File: config.mk
export PLATFORM = sky130hd
export DESIGN_NAME = sample_packer
export DESIGN_NICKNAME = d
export VERILOG_FILES = /design/src/rtl/sample_packer.sv
export SDC_FILE = /design/constraint.sdc
export NUM_CORES = 1
export LEC_CHECK = 0
export ABC_AREA = 1
export BUFFER_PORTS_ARGS = -buffer_cell sky130_fd_sc_hd__buf_4
export CORE_ASPECT_RATIO = 0.75
export CORE_MARGIN = 4
export CORE_UTILIZATION = 60
export DETAILED_ROUTE_END_ITERATION = 10
export PLACE_DENSITY = 0.83
export SYNTH_ARGS = -nofsm -noshare
export SYNTH_HDL_FRONTEND = slang
export SYNTH_SLANG_ARGS = --single-unit
File: constraint.sdc
create_clock -name clk_50mhz -period 3.69 [get_ports clk_50mhz]
set_input_delay 0.738 -clock clk_50mhz [delete_from_list [all_inputs] [get_ports clk_50mhz]]
set_output_delay 0.738 -clock clk_50mhz [all_outputs]
set_load 0.005 [all_outputs]
File: src/rtl/sample_packer.sv
// Packs NUM_SAMPLES divider-paced samples into one frame and offers it on a
// valid/ready output register; frames that find the register occupied are dropped.
module sample_packer #(
   parameter int SAMPLE_W    = 8,
   parameter int NUM_SAMPLES = 8,
   parameter int DIV         = 1250
) (
   input  logic                            clk_50mhz,
   input  logic                            rst_n,
   input  logic                            enable,
   input  logic [SAMPLE_W-1:0]             sample_in,
   input  logic                            ovf_clr,
   output logic [SAMPLE_W*NUM_SAMPLES-1:0] out,
   output logic                            out_valid,
   input  logic                            out_ready,
   output logic                            overflow
);

   localparam int DIV_W   = $clog2(DIV);
   localparam int IDX_W   = $clog2(NUM_SAMPLES);
   localparam int FRAME_W = SAMPLE_W * NUM_SAMPLES;

   localparam logic [DIV_W-1:0] DIV_LAST = DIV_W'(DIV - 1);
   localparam logic [IDX_W-1:0] IDX_LAST = IDX_W'(NUM_SAMPLES - 1);

   logic [DIV_W-1:0]   div_cnt_q, div_cnt_d;
   logic [IDX_W-1:0]   idx_q, idx_d;
   logic [FRAME_W-1:0] asm_q, asm_d;
   logic [FRAME_W-1:0] out_q, out_d;
   logic               out_valid_q, out_valid_d;
   logic               overflow_q, overflow_d;

   logic               tick;
   logic               frame_done;
   logic               drop;
   logic [FRAME_W-1:0] frame;

   assign tick       = enable && (div_cnt_q == DIV_LAST);
   assign frame_done = tick && (idx_q == IDX_LAST);
   // The last sample bypasses the assembly register so the frame loads on its own tick edge.
   assign frame      = {sample_in, asm_q[FRAME_W-SAMPLE_W-1:0]};

   always_comb begin
      div_cnt_d = div_cnt_q;
      idx_d     = idx_q;
      asm_d     = asm_q;

      if (!enable) begin
         div_cnt_d = '0;
         idx_d     = '0;
      end else begin
         div_cnt_d = (div_cnt_q == DIV_LAST) ? '0 : div_cnt_q + 1'b1;
         if (tick) begin
            idx_d = (idx_q == IDX_LAST) ? '0 : idx_q + 1'b1;
         end
      end

      for (int k = 0; k < NUM_SAMPLES; k++) begin
         if (tick && (idx_q == IDX_W'(k))) begin
            asm_d[k*SAMPLE_W +: SAMPLE_W] = sample_in;
         end
      end
   end

   always_comb begin
      out_d       = out_q;
      out_valid_d = out_valid_q;
      drop        = 1'b0;

      if (frame_done) begin
         // An acceptance in the completion cycle frees the register for the new frame.
         if (!out_valid_q || out_ready) begin
            out_d       = frame;
            out_valid_d = 1'b1;
         end else begin
            drop = 1'b1;
         end
      end else if (out_valid_q && out_ready) begin
         out_valid_d = 1'b0;
      end

      if (drop) begin
         overflow_d = 1'b1;
      end else if (ovf_clr) begin
         overflow_d = 1'b0;
      end else begin
         overflow_d = overflow_q;
      end
   end

   always_ff @(posedge clk_50mhz or negedge rst_n) begin
      if (!rst_n) begin
         div_cnt_q   <= '0;
         idx_q       <= '0;
         asm_q       <= '0;
         out_q       <= '0;
         out_valid_q <= 1'b0;
         overflow_q  <= 1'b0;
      end else begin
         div_cnt_q   <= div_cnt_d;
         idx_q       <= idx_d;
         asm_q       <= asm_d;
         out_q       <= out_d;
         out_valid_q <= out_valid_d;
         overflow_q  <= overflow_d;
      end
   end

   assign out       = out_q;
   assign out_valid = out_valid_q;
   assign overflow  = overflow_q;

endmodule

=== After elaboration in Yosys (flattened, before gate mapping) ===
Index checks and enable logic that the tools add are counted.

* Memory bits (writable): 0
* Memories kept: 0
* Register bits: 136
* Word-level logic and storage cells: 53
* Output and inout port bits: 66
* ROM bits: 0
* Bits in latches: 0

* Order comparisons: 0
* Div/mod/pow operators: 0
* Equal/unequal tests: 10
* Multiply operators: 0
* Multiplexer cells: 12
* Shifts and indexed selects: 0
* Add/sub/neg operators: 2
* Bitwise gates (word level): 0
* Reductions and logical operators: 17

{| class="wikitable"
|+ Operators with widths
! cell !! count
|-
| 2-to-1 mux 11 bit || 2
|-
| equality test 3 bit (second input constant) || 4
|-
| adder 11 x 1 -> 11 bit (second input constant) || 1
|-
| equality test 11 bit (second input constant) || 1
|-
| logical AND 1 bit || 10
|-
| 2-to-1 mux 3 bit || 3
|-
| 2-to-1 mux 1 bit || 7
|-
| equality test 3 x 2 -> 1 bit (second input constant) || 2
|-
| != test 2 x 1 -> 1 bit (second input constant) || 2
|-
| AND reduction 2 bit || 2
|-
| nonzero test 2 bit || 2
|-
| adder 3 x 1 -> 3 bit (second input constant) || 1
|-
| equality test 3 x 1 -> 1 bit (second input constant) || 1
|-
| logical NOT 3 bit || 1
|-
| logical NOT 1 bit || 1
|-
| logical OR 1 bit || 1
|}

=== Longest topological paths before layout ===
* Depth after elaboration: 5
* Gate-level depth with buffers: 10

=== Least setup slack after synthesis ===
Ideal clock, no wire load.

* Path kind: in2reg
* From: input port enable
* To: register asm_q[0]
* Data arrival time: 1.729 ns
* Path buffers: 2
* Data required time: 3.572 ns
* Cell stages on the path: 7
* Setup slack: 1.843 ns
* Path through: clkbuf_1 > inv_2 > nor3_4 > buf_4 > nand2_1 > nand2_1 > nand2_1

* Cells in the longest elaborated chain, start to end: 2

{| class="wikitable"
|+ Ends and longest elaborated chain
! item !! RTL line !! RTL
|-
| from (decl) || 10 || <nowiki>input logic enable,</nowiki>
|-
| logical AND 1 bit || 38 || <nowiki>assign tick = enable && (div_cnt_q == DIV_LAST);</nowiki>
|-
| logical AND 1 bit || 59 || <nowiki>if (tick && (idx_q == IDX_W'(k))) begin</nowiki>
|-
| to (signal assigned) || 102 || <nowiki>asm_q <= asm_d;</nowiki>
|-
| to (decl) || 28 || <nowiki>logic [FRAME_W-1:0] asm_q, asm_d;</nowiki>
|}

No other way between the ends.
A chain may end at the register's enable or synchronous reset.

=== Worst setup path after layout ===
* From: register div_cnt_q[1]
* To: register out_q[2] (netlist: out[2])

* Cells in the longest elaborated chain, start to end: 4

{| class="wikitable"
|+ Ends and longest elaborated chain
! item !! RTL line !! RTL
|-
| from (decl) || 26 || <nowiki>logic [DIV_W-1:0] div_cnt_q, div_cnt_d;</nowiki>
|-
| from (signal assigned) || 100 || <nowiki>div_cnt_q <= div_cnt_d;</nowiki>
|-
| equality test 11 bit || 38 ||
|-
| logical AND 1 bit || 38 ||
|-
| logical AND 1 bit || n/a ||
|-
| AND reduction 2 bit (no source line) || n/a ||
|-
| to (signal assigned) || 103 || <nowiki>out_q <= out_d;</nowiki>
|-
| to (decl) || 29 || <nowiki>logic [FRAME_W-1:0] out_q, out_d;</nowiki>
|}

No other way between the ends.

==> impl_metrics.yaml <==
cts:
  clkSinkCount: 136
  tritoncts: "yes"
  postCtsHoldBufs: 0
  htreeDepth: 4
  cts_buffers: 17
  insertion_delay_ns: 0.41
  post_cts_buffers: 0
  clockRootBuffer: "clkbuf_16"
  cts_resized: 0
  clockBufferDepth: 2
  clk_pin_slew_ns: 0.06
synthesis:
  syn_area_mm2: 0.005727
  synth-edff-count: 0
  ys_ff_latch: 136
  synthDistinctLibCells: 23
  avgSynthCellArea_um2: 8.865
  yosys.area.top_type: "dfrtp_1"
  yosys-top-cells-count: "298 x nand2_1, 136 x dfrtp_1, 68 x nand4_1"
  yosysMostFrequentCell: "nand2_1"
  synth_cells: 646
  ys_top_cells_by_area: "dfrtp_1 59%, nand2_1 20%, nand4_1 7.4%, nand3_1 2.5%, ha_1 1.7%"
  synthesis.nets: 667
  ys_async_sr_fraction: 1.000
  yosysTopAreaCellShare: 0.5943
  seq_area_frac_synth: 0.5943
  ys_warn_count: 0
  synth_flop_cell: "dfrtp_1"
detailed_routing:
  drtAntennaViolNets: 0
  drt_iter0_drc: 433
  routed_wl_um: 14370
  vias_per_cell: 5.644
  dr.pass1.iters: 7
  routedWlPerCell_um: 16.91
  via_count: 4797
  drc: 0
worst_setup_path:
  timing.critical_path.mode_cell: "nand2_1"
  path_delay_family: "simple AND/OR/NAND/NOR gates"
  crit_type: "reg2reg"
  crit_chain: "inv_1, ha_1, nand2_1, inv_1, nand2_1, nor2_4, nand4_2, buf_4, nand2_1, nand2_1"
  crit_path_start_kind: "flip-flop"
  path_buf_inv: 3
  cp.arrival_ns: 2.76
  cpPeakStageDelay_ns: 0.54
  required_ns: 3.98
  critPathSlowestCell: "nand4_2"
  endpoint_kind: "flip-flop"
  crit_fanout: 40
grt:
  antenna_found_initial: 0
  overflow: 0
  grt_usage: 0.2759
  grt_first_pass_wirelength_um: 24090
  grt_pass1_vias: 4854
  grt_max_degree: 82
die:
  start_util: 0.6253
  die_w_um: 120.8
  die_area_mm2: 0.01119
  rows: 30
  coreArea_mm2: 0.009159
  ios: 79
  die_h_um: 92.61
timing:
  setup_violations: 0
  period_minus_slack_ns: 2.466
  finalMaxSlewViolations: 0
  hold_viol_final: 0
  relSlewSlack: 0.4303
  fmax_mhz: 405.5
  rsz0062_at_grt: "no"
  worst_pin_slew_ns: 0.8517
  period_share: 0.6683
  clock-skew-final_ns: 0.007326
  setup-tns-final_ns: 0
pwr:
  p_leak_nw: 3.874
  ir_drop_mv: 0.2949
  p_total_mw: 3.438
  powerDensity_mw_per_mm2: 490.6
finish:
  nets: 730
  drive_above_1_share: 0.1773
  antennaDiodeCount: 0
  fin_util: 0.7652
  syn_to_final_growth_pct: 22.37
place:
  gp_congestion: 0.8515
  portBuffers: 78
  hpwl_um: 8780
run_status:
  outcome: "complete, no violations"
worst_hold_path:
  hp-class: "in2async"
flow_run:
  maxCapViolations: 0
cell usage in the layout, fill, tap and decap left out, types with 2 or more instances in the layout:
cell	n
clkbuf_1	2
dfrtp_1	136
buf_4	82
inv_1	18
inv_2	3
buf_12	2
ha_1	7
nand2_2	2
nand3_1	29
clkbuf_16	17
nor2_1	23
o21ai_1	2
o21ai_0	3
nor3_1	4
clkinvlp_4	4
nor2_4	5
bufinv_16	5
clkbuf_8	2
nand4_1	68
a21oi_1	3
nand2_1	297
metal layers:
metal	wire length, um	global-route usage	vias to the layer above
met1	6092	0.3777	2313
met3	1198	0.07326	34
met2	6740	0.4268	226
li1	-	-	2224
met5	0	0	-
met4	339	0.1047	0
where the power goes:
part / total [mW] / internal [mW] / switching [mW]
Combinational: 0.0711 / 0.0147 / 0.0564
Clock: 1.87 / 1.24 / 0.634
Sequential: 1.50 / 1.49 / 0.00301
cells by family after synthesis:
group | count (synthesis) | synth area share
fa+ha+maj | 8 | 0.01748
simple gates | 431 | 0.3312
compound gates | 10 | 0.009395
buf+inv | 61 | 0.04763
flops | 136 | 0.5943
per-stage QoR:
step,instances,instance area [um^2],setup slack (ns),hold slack (ns)
global placement,818,6354,1.340,0.4563
global route,850,7008,1.011,0.4185
floorplan,646,5727,1.843,0.4422
CTS,850,7008,1.220,0.4037
detailed placement,818,6354,1.254,0.4598
finish,850,7008,1.224,0.3707
cell type report:
type | instances | area [um^2]
sequential | 136 | 3403
fill | 659 | 2151
multi-input combinational | 449 | 2056
timing repair buffer | 84 | 655.6
clock buffer | 21 | 460.4
clock inverter | 11 | 193.9
tap | 128 | 160.2
inverter | 21 | 78.83
sequential cells by signal, indices dropped and copies added, names as in the netlist:
register / flops
idx_q: 3
div_cnt_q: 11
out: 64
overflow: 1
out_valid: 1
asm_q: 56
worst paths after layout:
check                           slack (ns)                     to  depth (start not counted)                   start
worst max-delay path                  1.22     out[2]$_DFFE_PN0P_                         10  div_cnt_q[1]$_DFF_PN0_
min in group clk_50mhz                0.48  asm_q[36]$_DFFE_PN0P_                          2   asm_q[36]$_DFFE_PN0P_
worst min-delay path                  0.37    out[46]$_DFFE_PN0P_                          1                   rst_n
max in group asynchronous             2.46    out[38]$_DFFE_PN0P_                          2                   rst_n
worst max register to register        1.22     out[2]$_DFFE_PN0P_                         10  div_cnt_q[1]$_DFF_PN0_
worst min register to register        0.48  asm_q[36]$_DFFE_PN0P_                          2   asm_q[36]$_DFFE_PN0P_
Note: power is estimated with default switching activity, not from simulation.
